<file path="src/rtl/bitsum_pkg.sv">
// Shared types and sizing constants for the sequential byte-sum engine.
package bitsum_pkg;

  typedef enum logic [1:0] {
    IDLE = 2'd0,
    BUSY = 2'd1,
    DONE = 2'd2
  } state_e;

  localparam int unsigned BYTE_W = 8;
  localparam int unsigned DATA_W = 32;
  localparam int unsigned NBYTES = DATA_W / BYTE_W;
  localparam int unsigned IDX_W  = (NBYTES > 1) ? $clog2(NBYTES) : 1;

  function automatic int unsigned idx_width(input int unsigned nbytes);
    return (nbytes > 1) ? $clog2(nbytes) : 1;
  endfunction

endpackage

</file>
<file path="src/rtl/bitsum_byte_acc.sv">
// Combinational byte select, zero-extend and add onto the running accumulator.
module bitsum_byte_acc
  import bitsum_pkg::*;
#(
  parameter int unsigned DATA_W = 32,
  parameter int unsigned OUT_W  = 32,
  parameter int unsigned IDX_W  = 2
) (
  input  logic [DATA_W-1:0] operand_i,
  input  logic [IDX_W-1:0]  idx_i,
  input  logic [OUT_W-1:0]  acc_i,
  output logic [OUT_W-1:0]  sum_o
);

  logic [BYTE_W-1:0] byte_sel;

  always_comb begin
    byte_sel = operand_i[idx_i*BYTE_W +: BYTE_W];
    sum_o    = acc_i + OUT_W'(byte_sel);
  end

endmodule

</file>
<file path="src/rtl/bitsum.sv">
// bitsum_seq: captures an operand on start and sums its bytes, LSB byte first,
// one byte per clock; finish is sticky until the next accepted start.
module bitsum_seq
  import bitsum_pkg::*;
#(
  parameter int unsigned DATA_W = 32,
  parameter int unsigned OUT_W  = 32
) (
  input  logic              clk,
  input  logic              rst,
  input  logic              start,
  input  logic [DATA_W-1:0] in,
  output logic              finish,
  output logic [OUT_W-1:0]  bitsum
);

  localparam int unsigned NB   = DATA_W / BYTE_W;
  localparam int unsigned IDXW = idx_width(NB);

  state_e            state_q, state_d;
  logic [DATA_W-1:0] op_q, op_d;
  logic [OUT_W-1:0]  acc_q, acc_d;
  logic [IDXW-1:0]   idx_q, idx_d;
  logic              fin_q, fin_d;
  logic [OUT_W-1:0]  acc_next;

  bitsum_byte_acc #(
    .DATA_W (DATA_W),
    .OUT_W  (OUT_W),
    .IDX_W  (IDXW)
  ) u_acc (
    .operand_i (op_q),
    .idx_i     (idx_q),
    .acc_i     (acc_q),
    .sum_o     (acc_next)
  );

  always_ff @(posedge clk or posedge rst) begin
    if (rst) begin
      state_q <= IDLE;
      op_q    <= '0;
      acc_q   <= '0;
      idx_q   <= '0;
      fin_q   <= 1'b0;
    end else begin
      state_q <= state_d;
      op_q    <= op_d;
      acc_q   <= acc_d;
      idx_q   <= idx_d;
      fin_q   <= fin_d;
    end
  end

  always_comb begin
    state_d = state_q;
    op_d    = op_q;
    acc_d   = acc_q;
    idx_d   = idx_q;
    fin_d   = fin_q;
    unique case (state_q)
      IDLE, DONE: begin
        if (start) begin
          op_d    = in;
          acc_d   = '0;
          idx_d   = '0;
          fin_d   = 1'b0;
          state_d = BUSY;
        end
      end
      BUSY: begin
        acc_d = acc_next;
        idx_d = idx_q + 1'b1;
        if (idx_q == IDXW'(NB - 1)) begin
          fin_d   = 1'b1;
          state_d = DONE;
        end
      end
      default: state_d = IDLE;
    endcase
  end

  assign finish = fin_q;
  assign bitsum = acc_q;

endmodule

</file>
<file path="config.mk">
export PLATFORM = sky130hd
export DESIGN_NAME = bitsum_seq
export DESIGN_NICKNAME = d
export VERILOG_FILES = /design/src/rtl/bitsum_pkg.sv /design/src/rtl/bitsum_byte_acc.sv /design/src/rtl/bitsum.sv
export SDC_FILE = /design/constraint.sdc
export NUM_CORES = 1
export LEC_CHECK = 0
export BUFFER_PORTS_ARGS = -buffer_cell sky130_fd_sc_hd__buf_2
export CAP_MARGIN = 30
export CORE_UTILIZATION = 35
export CTS_CLUSTER_SIZE = 24
export DETAILED_ROUTE_END_ITERATION = 8
export PLACE_DENSITY = 0.62
export SYNTH_ARGS = -nofsm -noshare
export SYNTH_HDL_FRONTEND = slang
export SYNTH_HIERARCHICAL = 1
export SYNTH_SLANG_ARGS = --single-unit
</file>
<file path="constraint.sdc">
create_clock -name clk -period 4.5 [get_ports clk]
set_clock_uncertainty 0.1 [all_clocks]
set_input_delay 0.225 -clock clk [delete_from_list [all_inputs] [get_ports clk]]
set_output_delay 0.225 -clock clk [all_outputs]
set_load 0.02 [all_outputs]
</file>
==> run metrics <==
max frequency=276 MHz; max_cap viols=0; post-synthesis area per instance=13.3 um2; Slew headroom=0.396; hold wc startpoint=in[14]; first-pass GRT wire length=13.6 mm; Clock Tree Buf Depth=2; n_diodes=0; Slew Viols, Final=0; crit path DAT=3.75 ns; post-route ant nets=0; crit-path max FO=12; Net count, final=423; Post-CTS Resized=0; min Tclk post-route=3.63 ns; worst-margin pin slew=0.900 ns; initial detailed-routing violation count=104; synth warn=6; die footprint=11500 um2; Post-DP HPWL=5.51 mm; Lkg Pwr=0.00222 uW; Distinct cells, synth=47; Crit Path Category=reg2reg; final core utilization=0.430; TritonCTS buffer count=9; first-pass iteration count of the detailed router=4; register area share after synthesis=0.445; Routability Congestion=0.748; Crit. End Element=flop; initial antenna violation count=0; Starting Density=0.359; Synth-to-Final Area Change=19.8%; cells after synthesis=292; r2r startpoint=idx_q[0]; global route overflow=0; worst setup path startpoint=idx_q[0]; Fin Setup TNS=0 ns; via count=2631; routed length per instance=15.7 um; fill cell count=991; # IOs=68; CORE AREA=10800 um2; most common cell after layout, fill and taps aside=dfrtp_1; Setup-failing EPs final=0; Clock Tree Root=clkbuf_8; max layer used=met4; hold crit path type=in2reg; DRT Wirelength=8.17 mm; most frequent cells in the layout=dfrtp_1 (69), buf_2 (67), a22o_1 (33), mux2_4 (29), dlygate4sd3_1 (22); IO buf count=67; PwrDens=699 nW/um2; status=finished, final reports clean; Mapped Nets=337; H-tree Lvls=3; RSZ-0062 raised after global routing=no; met2 WL post-DR=3.78 mm; vias in the first global route=2650; peak supply drop=0.321 mV; Hold Vio Cnt, Final=0; Reg clk slew, reported paths=0.07 ns; largest net degree at the start of global routing=40; Mapped Area=3880 um2; Avg Vias per Cell=5.04; Min Hold Slack=0.0120 ns; share of layout cells above drive strength 1=0.395; Die X=107 um; CP Launch Type=flop; FF+latch count, synth=69; Total Routing Usage GR=0.153; Top FF cell, synth=dfrtp_1; metal3 WL=427 um; TritonCTS clock tree=built; required time of the critical path=4.62 ns; number of flops mapped to enable cells by yosys=0; drt drc=0; clock sink count=69; Clk Latency, worst-skew pair=0.35 ns; Post-synth ARST share=1.00; die height=107 um; met1 wire length=3.89 mm; Core Rows=38; final worst-path cycle share=0.806
-- routing by layer --
metal / vias up / track usage
met3: 6 / 0.0432
met4: 0 / 0.0440
li1: 1254 / -
met2: 74 / 0.239
met5: - / 0
met1: 1297 / 0.205
-- layout make-up --
cell class              count  area, um2  area share
repair buffers             93        586       0.126
clock buffers               9        124      0.0267
well taps                 140        175      0.0377
inverters                   5       18.8     0.00404
multi-input cells         200       1950       0.420
clock inverters             6       65.1      0.0140
flip-flops and latches     69       1730       0.372
-- where the power goes --
part / leakage (uW) / total (uW) / switching, uW / internal, uW
combinational: 0.00126 / 1710 / 851 / 856
sequential: 0.000868 / 1040 / 201 / 844
clock: 0.0000950 / 495 / 243 / 253
-- stage by stage --
step           instance area, um2  worst slack [ns]  total power, uW  instances
5_1_grt                      4640             0.588             3500        522
3_5_place_dp                 4240             0.879             2760        485
4_1_cts                      4580             0.843             3280        516
3_3_place_gp                 4240             0.912             2730        485
2_1_floorplan                3880              1.34             2520        292
6_report                     4640             0.875             3250        522
-- path summary, 6_finish.rpt --
check	slack, ns	to	cells after the start
max	0.87	bitsum[28]	9
max reg2reg	0.87	bitsum[28]	9
min reg2reg	0.42	op_q[28]	1
min	0.01	op_q[14]	2
max in group asynchronous	2.94	bitsum[6]	4
min in group asynchronous	0.42	bitsum[27]	3
-- synthesized netlist by cell type (2+ instances only) --
| cell type | count | area (um2) |
|---|---|---|
| a21oi_1 | 8 | 40.0 |
| a211oi_2 | 6 | 75.1 |
| buf_4 | 6 | 45.0 |
| mux4_2 | 8 | 180 |
| mux2_4 | 29 | 435 |
| a22o_1 | 33 | 289 |
| xnor2_1 | 15 | 131 |
| inv_1 | 5 | 18.8 |
| and3_2 | 5 | 37.5 |
| nand4_1 | 2 | 12.5 |
| buf_6 | 6 | 67.6 |
| mux2_2 | 7 | 78.8 |
| nand2_1 | 12 | 45.0 |
| o21ai_0 | 3 | 15.0 |
| buf_12 | 3 | 60.1 |
| nor2_1 | 8 | 30.0 |
| xor2_1 | 13 | 114 |
| nor3_1 | 2 | 10.0 |
| ha_1 | 9 | 113 |
| nor2b_1 | 2 | 12.5 |
| a21o_1 | 3 | 22.5 |
| dfrtp_1 | 69 | 1730 |
| buf_2 | 2 | 10.0 |
| nand3_1 | 12 | 60.1 |
| a211oi_1 | 2 | 15.0 |
-- state kept, by name, indices dropped and copies added (netlist names) --
signal and flops:
state_q 2, bitsum 32, idx_q 2, op_q 32
finish 1
-- worst max-delay path: stages, from the launching register on --
cell	delay, ns
dfrtp_1	0.71
mux4_2	0.59
ha_1	0.22
fa_1	0.41
a21o_1	0.21
a221oi_1	0.37
o21ai_1	0.37
nand3_1	0.24
xnor2_1	0.08
a22o_1	0.21
-- cell families after synthesis --
group / synth area share
fa+ha+maj: 0.0342
flops: 0.445
buf+inv: 0.0529
mux: 0.179
xor+xnor: 0.0633
compound gates: 0.133
simple gates: 0.0917
-- timing repair --
item	in CTS	in global routing
hold buffers	16	6
setup buffers	0	0
hold endpoints to repair	45	6
Note: power is estimated with default switching activity, not from simulation.
